## src/rtl/mult_wide_seq_pkg.sv

```systemverilog
// mult_wide_seq_pkg: shared FSM state encoding and width helpers for the wide multiplier
package mult_wide_seq_pkg;
  typedef enum logic [1:0] {IDLE, RUN, DRAIN, DONE} state_t;
  function automatic int loc_w(input int n);
    return $clog2(2 * n);
  endfunction
  function automatic int op_w(input int cw, input int n);
    return cw * n;
  endfunction
  function automatic int res_w(input int cw, input int n);
    return 2 * cw * n;
  endfunction
endpackage

```

## src/rtl/mult_wide_seq_chunk.sv

```systemverilog
// mult_wide_seq_chunk: W x W unsigned multiplier with LAT register stages (ports: clk, reset_n, a, b -> p)
module mult_wide_seq_chunk #(
  parameter int W   = 32,
  parameter int LAT = 2
) (
  input  logic           clk,
  input  logic           reset_n,
  input  logic [W-1:0]   a,
  input  logic [W-1:0]   b,
  output logic [2*W-1:0] p
);
  logic [2*W-1:0] pipe [LAT];
  always_ff @(posedge clk or negedge reset_n)
    if (!reset_n) begin
      for (int s = 0; s < LAT; s++) pipe[s] <= '0;
    end else begin
      pipe[0] <= {{W{1'b0}}, a} * {{W{1'b0}}, b};
      for (int s = 1; s < LAT; s++) pipe[s] <= pipe[s-1];
    end
  assign p = pipe[LAT-1];
endmodule

```

## src/rtl/mult_wide_seq.sv

```systemverilog
// mult_wide_seq: chunked sequential wide multiply / multiply-accumulate (ports: clk, reset_n, wr_*, start, op_acc, abort, rd_loc -> rd_val, busy, done, ovf)
module mult_wide_seq import mult_wide_seq_pkg::*; #(
  parameter int CHUNK_W  = 32,
  parameter int N_CHUNKS = 4,
  parameter int MULT_LAT = 2,
  localparam int LOC_W   = loc_w(N_CHUNKS)
) (
  input  logic               clk,
  input  logic               reset_n,
  input  logic               wr_en,
  input  logic [LOC_W-1:0]   wr_loc,
  input  logic [CHUNK_W-1:0] wr_val,
  input  logic               start,
  input  logic               op_acc,
  input  logic               abort,
  input  logic [LOC_W-1:0]   rd_loc,
  output logic [CHUNK_W-1:0] rd_val,
  output logic               busy,
  output logic               done,
  output logic               ovf
);
  localparam int OP_W  = op_w(CHUNK_W, N_CHUNKS);
  localparam int RES_W = res_w(CHUNK_W, N_CHUNKS);
  localparam int DW    = $clog2(MULT_LAT + 1);
  localparam logic [LOC_W:0]   L2N  = (LOC_W+1)'(2 * N_CHUNKS);
  localparam logic [LOC_W-1:0] LN   = LOC_W'(N_CHUNKS);
  localparam logic [LOC_W-1:0] LAST = LOC_W'(N_CHUNKS - 1);
  state_t state, state_n;
  logic [OP_W-1:0]      a, b;
  logic [RES_W-1:0]     acc, rd_sh;
  logic [RES_W:0]       sum;
  logic [LOC_W-1:0]     i, j;
  logic [DW-1:0]        dcnt;
  logic [MULT_LAT-1:0]  vp;
  logic [LOC_W-1:0]     kp [MULT_LAT];
  logic [2*CHUNK_W-1:0] pp;
  logic go, kill, last_j, last;
  assign go     = state == IDLE && start && !abort;
  assign kill   = abort && busy;
  assign last_j = j == LAST;
  assign last   = last_j && i == LAST;
  assign busy   = state == RUN || state == DRAIN;
  assign done   = state == DONE;
  assign rd_sh  = acc >> (int'(rd_loc) * CHUNK_W);
  // Partial product is placed at its chunk offset; bit RES_W is the wrap-around carry.
  assign sum    = {1'b0, acc} + ({{(RES_W+1-2*CHUNK_W){1'b0}}, pp} << (int'(kp[MULT_LAT-1]) * CHUNK_W));
  mult_wide_seq_chunk #(.W(CHUNK_W), .LAT(MULT_LAT)) u_mul (
    .clk(clk),
    .reset_n(reset_n),
    .a(a[int'(i)*CHUNK_W +: CHUNK_W]),
    .b(b[int'(j)*CHUNK_W +: CHUNK_W]),
    .p(pp)
  );
  // DRAIN holds one cycle past the last pipeline exit so done lines up with rd_val reflecting the final acc.
  always_comb begin
    state_n = state;
    unique case (state)
      IDLE:    state_n = go ? RUN : IDLE;
      RUN:     state_n = last ? DRAIN : RUN;
      DRAIN:   state_n = dcnt == DW'(MULT_LAT) ? DONE : DRAIN;
      DONE:    state_n = IDLE;
      default: state_n = IDLE;
    endcase
    if (kill) state_n = IDLE;
  end
  always_ff @(posedge clk or negedge reset_n)
    if (!reset_n) begin
      state  <= IDLE;
      a      <= '0;
      b      <= '0;
      acc    <= '0;
      ovf    <= 1'b0;
      i      <= '0;
      j      <= '0;
      dcnt   <= '0;
      vp     <= '0;
      rd_val <= '0;
      for (int s = 0; s < MULT_LAT; s++) kp[s] <= '0;
    end else begin
      state  <= state_n;
      rd_val <= {1'b0, rd_loc} < L2N ? rd_sh[CHUNK_W-1:0] : '0;
      if (state == IDLE && wr_en && {1'b0, wr_loc} < L2N) begin
        if (wr_loc < LN) a[int'(wr_loc)*CHUNK_W +: CHUNK_W] <= wr_val;
        else b[(int'(wr_loc)-N_CHUNKS)*CHUNK_W +: CHUNK_W] <= wr_val;
      end
      vp[0] <= state == RUN;
      kp[0] <= i + j;
      for (int s = 1; s < MULT_LAT; s++) begin
        vp[s] <= vp[s-1];
        kp[s] <= kp[s-1];
      end
      if (vp[MULT_LAT-1]) begin
        acc <= sum[RES_W-1:0];
        ovf <= ovf | sum[RES_W];
      end
      if (state == RUN) begin
        j <= last_j ? '0 : j + 1'b1;
        i <= last_j ? i + 1'b1 : i;
      end
      dcnt <= state == DRAIN ? dcnt + 1'b1 : '0;
      if (go) begin
        acc <= op_acc ? acc : '0;
        ovf <= 1'b0;
        i   <= '0;
        j   <= '0;
      end
      if (kill) begin
        vp  <= '0;
        acc <= '0;
        ovf <= 1'b0;
      end
    end
endmodule

```

## config.mk

```make
export PLATFORM = sky130hd
export DESIGN_NAME = mult_wide_seq
export DESIGN_NICKNAME = d
export VERILOG_FILES = /design/src/rtl/mult_wide_seq_pkg.sv /design/src/rtl/mult_wide_seq_chunk.sv /design/src/rtl/mult_wide_seq.sv
export SDC_FILE = /design/constraint.sdc
export NUM_CORES = 2
export LEC_CHECK = 0
export BUFFER_PORTS_ARGS = -buffer_cell sky130_fd_sc_hd__buf_2
export CORE_UTILIZATION = 50
export CTS_CLUSTER_SIZE = 28
export DETAILED_ROUTE_END_ITERATION = 6
export PLACE_DENSITY = 0.65
export SETUP_SLACK_MARGIN = 0.02
export SYNTH_ARGS = -nofsm -noshare
export SYNTH_HDL_FRONTEND = slang
export SYNTH_HIERARCHICAL = 1
export SYNTH_SLANG_ARGS = --single-unit
```

## constraint.sdc

```tcl
create_clock -name clk -period 12.95 [get_ports clk]
set_input_delay 3.885 -clock clk [delete_from_list [all_inputs] [get_ports clk]]
set_output_delay 3.885 -clock clk [all_outputs]
set_load 0.03 [all_outputs]
```

== After elaboration in Yosys (flattened, before gate mapping) ==
Cells that the tools add are included.
Cells by class
  bitwise operators: 2
  $mul: 1
  equal/unequal tests: 7
  reduce and logical (&&, ||, !) cells: 15
  $lt $le $gt $ge: 1
  shift-type cells: 8
  multiplexer cells: 22
  $add $sub $neg: 8
Operator list (number)
  2-to-1 mux 256 bit: 4
  adder 256 x 257 -> 257 bit: 1
  left shift 64 x 8 -> 257 bit: 1
  bitwise mux 128 bit: 2
  variable shift 32 x 33 -> 128 bit, first input constant: 2
  variable part select 128 x 9 -> 32 bit: 2
  variable part select 32 x 33 -> 128 bit: 2
  right shift 256 x 8 -> 32 bit: 1
  multiplier 32 x 32 -> 64 bit: 1
  negation 8 -> 33 bit: 1
  negation 9 -> 33 bit: 1
  2-to-1 mux 3 bit: 6
  2-to-1 mux 2 bit: 4
  one-hot mux 2 bit (4 select lines): 1
  AND reduction 2 bit: 4
  adder 3 x 1 -> 3 bit, second input constant: 2
  == test 2 bit, second input constant: 3
  == test 3 x 2 -> 1 bit, second input constant: 2
  logical AND 1 bit: 5
  2-to-1 mux 1 bit: 5
  nonzero test 2 bit: 2
  subtractor 3 x 3 -> 4 bit, second input constant: 1
  adder 3 bit: 1
  < comparator 3 bit, second input constant: 1
  9 further kinds: 9
Storage, ports and cells
  flip-flop bits (word level): 691

== Logic depth before layout (Yosys ltp) ==
  word-level depth: 6
  depth in mapped cells: 32
  depth with buffers taken out: 29

== By module ==
Netlist, hierarchy kept.
Modules (own cells, without submodules)
  mult_wide_seq: times used 1, cells each 5518, area each 45647.5 µm², seq. area each 14088.5 µm²
  mult_wide_seq_chunk: times used 1, cells each 3882, area each 37014.2 µm², seq. area each 3203.1 µm²

== Least setup slack after synthesis ==
Ideal clock, no wire load.
  path type: reg-to-reg
  from: reg j[0]
  to: reg u_mul/pipe[120] (netlist bit)
  clock period less this slack: 8.428 ns
  data arrival time: 8.349 ns
  cell stages (with the launch flop): 30
  setup slack: 4.522 ns
  cell sequence: dfrtp_1 > clkbuf_1 > buf_1 > mux4_2 > nor2b_1 > clkbuf_1 > and2_1 > fa_1 > fa_1 > inv_1 > fa_1 > inv_1 > fa_1 > inv_1 > fa_1 > fa_1 > fa_1 > fa_1 > inv_1 > ha_1 > clkbuf_1 > nand2_1 > nor3b_1 > a21oi_1 > a2111oi_0 > o21ai_1 > a21oi_1 > o21ai_1 > o21ai_1 > xor2_1
Between the ends
  cells in the longest elaborated chain, start to end: 2
RTL lines
  start: declaration: line mult_wide_seq.sv:32  | logic [LOC_W-1:0] i, j;
  start signal: assignment: line mult_wide_seq.sv:97  | j <= last_j ? '0 : j + 1'b1;
  variable part select 128 x 9 -> 32 bit: line mult_wide_seq.sv:51  | .b(b[int'(j)*CHUNK_W +: CHUNK_W]),
  multiplier 32 x 32 -> 64 bit: line mult_wide_seq_chunk.sv:17  | pipe[0] <= {{W{1'b0}}, a} * {{W{1'b0}}, b};
  end: declaration: line mult_wide_seq_chunk.sv:12  | logic [2*W-1:0] pipe [LAT];
No other way between the ends.
A chain may end at the register's enable or synchronous reset.

== Worst setup path in the final report ==
  from: reg i[0]
  to: reg u_mul/pipe[113] (netlist bit)
Between the ends
  cells in the longest elaborated chain, start to end: 2
RTL lines
  start: declaration: line mult_wide_seq.sv:32
  start signal: assignment: line mult_wide_seq.sv:98  | i <= last_j ? i + 1'b1 : i;
  variable part select 128 x 9 -> 32 bit: line mult_wide_seq.sv:50  | .a(a[int'(i)*CHUNK_W +: CHUNK_W]),
  multiplier 32 x 32 -> 64 bit: line mult_wide_seq_chunk.sv:17
No other way between the ends.

==> results.py <==
metrics = {
    "clock_network": {
        "clkLatencyLatePin_ns": 0.77,
        "clock_tree_from_tritoncts": "yes",
        "cts_buffer_depth": 3,
        "post_cts_resized": 0,
        "hold_buffers": 0,
        "worst_path_clk_slew_ns": 0.06,
        "cts_buffers": 85,
        "post_cts.repair.setup_buffers": 0,
        "h_tree_depth_reported_by_cts": 3,
        "cts-root-buf": "clkbuf_16",
        "clock-sinks": 691,
    },
    "layout": {
        "layout.filler_cells": 15032,
        "layout-area-overhead-vs-synth_pct": 5.923,
        "layout-drive-gt1-share_pct": 8.876,
        "num-nets-final": 10572,
        "post-route-cell-area_sq_mm": 0.08756,
    },
    "setup_path": {
        "timing.setup.critical_path_class": "flop to flop",
        "cp.arrival_ns": 10.00,
        "end_kind": "flop",
        "worstRegToRegCells": 27,
        "critical_path.startpoint_type": "flop",
        "crit_required_ns": 13.59,
        "timing.critical_path.fanout_max": 32,
    },
    "route": {
        "met2WireLength_microns": 149000,
        "drtAntennaViolNets": 0,
        "topRoutingLayerUsed": "met5",
        "met3RoutedLength_microns": 34500,
        "num_vias": 71592,
        "route.detailed.vias_per_inst": 6.312,
        "drt-pass1-iter-count": 6,
        "drc": 0,
        "wl_per_cell_microns": 30.48,
        "drtIter0Drc": 8458,
        "routed_wirelength_microns": 345800,
        "wl_met1_microns": 139600,
    },
    "worst_hold_path": {
        "min-delay-path-class": "flop to flop",
        "min_delay_path_depth": 0,
    },
    "floorplanning": {
        "rows": 148,
        "die-area_sq_mm": 0.1670,
        "die_height_microns": 408.6,
        "boundaryPins": 79,
        "initial_utilization_pct": 50.55,
        "placeableCoreArea_sq_mm": 0.1635,
        "dieWidth_microns": 408.6,
    },
    "yosys": {
        "synth_async_reset_ratio_pct": 100.0,
        "number_of_enable_type_register_cells_in_the_synthesized_netlist": 0,
        "yosysMostFrequentCell": "nand2_1",
        "synth_top_area_share_pct": 21.75,
        "synth-seq-cells": 691,
        "syn_area_sq_mm": 0.08266,
        "yosysTopAreaCell": "fa_1",
        "netlist_instances": 9400,
        "synth_common_cells": "nand2_1 (1267), inv_1 (970), fa_1 (898)",
        "yosysWarningCount": 6,
        "postSynth.topFlopCell": "dfrtp_1",
        "synth_cell_type_count": 100,
        "sequential_area_share_after_synthesis_pct": 20.92,
        "syn-num-nets": 10875,
        "synth_top_cells_by_area": "fa_1 (22%), dfrtp_1 (21%), ha_1 (8.1%)",
        "syn_avg_cell_area_sq_um": 8.794,
    },
    "timing": {
        "slew_margin_rel_pct": 2.580,
        "final.min_clock_period_ns": 9.366,
        "rsz0062_at_grt": "no",
        "worstMarginPinSlew_ns": 1.461,
        "max_clock_freq_mhz": 106.8,
        "post-route-period-util_pct": 72.32,
        "skew_ns": 0.06129,
        "fin_setup_tns_ns": 0,
        "setup-violations-final": 0,
        "finalHoldWorstSlack_ns": 0.3450,
        "slew_viol_final": 0,
        "final_hold_viol_count": 0,
    },
    "global_route": {
        "grt_first_pass_wirelength_microns": 501800,
        "grt_antenna_before_repair": 16,
        "gr-total-overflow": 0,
        "overall_track_demand_over_capacity_in_global_routing_pct": 41.39,
        "via_count_of_the_first_global_routing_pass": 71727,
        "pin_count_of_the_biggest_net_entering_global_routing": 185,
    },
    "run_status": {
        "result_of_the_run": "finished clean",
    },
    "placement": {
        "detailed_place.area_sq_mm": 0.08465,
        "gpl.final_weighted_congestion": 1.091,
        "io_buf_count": 78,
        "hpwlAfterDp_microns": 279100,
    },
    "power_and_ir_drop": {
        "power_per_cell_area_mw_per_mm2": 124.9,
        "power_leakage_nw": 40.34,
        "worst_ir_drop_vdd_v": 0.0001713,
    },
    "flow_run": {
        "drv.max_cap_violation_count": 0,
    },
}
## logic make-up after synthesis
group | synth area share, %
muxes | 6.589
AOI/OAI and AO/OA | 14.02
xor gates and xnor gates | 3.253
adders and majority gates | 29.82
buffers and inverters | 7.514
and+or+nand+nor | 17.89
DFF | 20.92
## area by class of cell
cell class / count / area (sq um) / share of cell area, %
Multi-Input combinational cell: 7127 / 59460 / 67.91
Sequential cell: 691 / 17300 / 19.76
Timing Repair Buffer: 222 / 1521 / 1.738
Inverter: 970 / 3641 / 4.158
Clock inverter: 36 / 548.0 / 0.6259
Clock buffer: 114 / 2346 / 2.679
Antenna cell: 7 / 17.52 / 0.02001
Tap cell: 2175 / 2721 / 3.108
## per-layer routing
metal / vias up / global-route usage [%]
met5: - / 0
met4: 10 / 21.97
met3: 717 / 9.467
met2: 3858 / 62.00
met1: 36404 / 55.78
li1: 30603 / -
## cells in the final DEF, fill, tap and decap left out, drive strengths merged, types with 47 or more instances in the layout
master,instances
xnor2,189
nor2b,83
fa,898
a21oi,608
and2,681
xor2,118
mux4,128
inv,975
nand2,1267
dfrtp,691
buf,222
nor3,83
ha,533
nand4,193
a31oi,47
clkbuf,114
mux2,193
nand3,108
nor2,530
a21o,174
o21ai,658
o21bai,105
## critical path: stages (launching register included)
cell and delay [ns]:
dfrtp_2 0.74, buf_4 0.51, mux4_2 0.55, and2_1 0.16, buf_4 0.26, and2_1 0.24
fa_1 0.51, inv_1 0.05, fa_1 0.49, fa_1 0.44, fa_1 0.56, inv_1 0.07
fa_1 0.50, inv_1 0.05, fa_1 0.52, inv_1 0.05, fa_1 0.49, fa_1 0.42
ha_1 0.37, a21oi_1 0.20, o21bai_1 0.10, a21oi_1 0.18, o21ai_0 0.11, a21oi_1 0.70
o31ai_1 0.25, a21boi_1 0.29, nor2_1 0.08, a211oi_1 0.27
## power by group
part	switching, W	internal, W	total, W
sequential	0.000405	0.00254	0.00294
clock	0.00112	0.00142	0.00254
combinational	0.00369	0.00177	0.00546
total	0.00521	0.00572	0.0109
## state kept, by name, summed over array words and instances (netlist names), 3 cells and up
signal      cells
u_mul/p        64
u_mul/pipe     64
a             128
b             128
kp              6
i               3
rd_val         32
acc           256
j               3
## metrics by stage
stage	cells	worst slack (ns)	power, W	util [%]
final	11342	3.584	0.01094	53.55
after global routing	11335	2.992	0.01144	53.54
after CTS	11335	3.669	0.01085	53.54
after detailed placement	11185	3.701	0.008309	51.77
after global placement	11185	3.771	0.008175	51.77
after floorplan	9400	4.522	0.006226	-
## path summary, 6_finish.rpt
path / start / to / slack [ns]
max: i[0] / u_mul/pipe[113] / 3.58
min: u_mul/pipe[126] / u_mul/p[62] / 0.34
max reg2reg: i[0] / u_mul/pipe[113] / 3.58
min reg2reg: u_mul/pipe[126] / u_mul/p[62] / 0.34
max in group asynchronous: reset_n / a[57] / 7.44
min in group asynchronous: reset_n / acc[238] / 3.07
No activity file was read; power rests on OpenSTA's default activity.
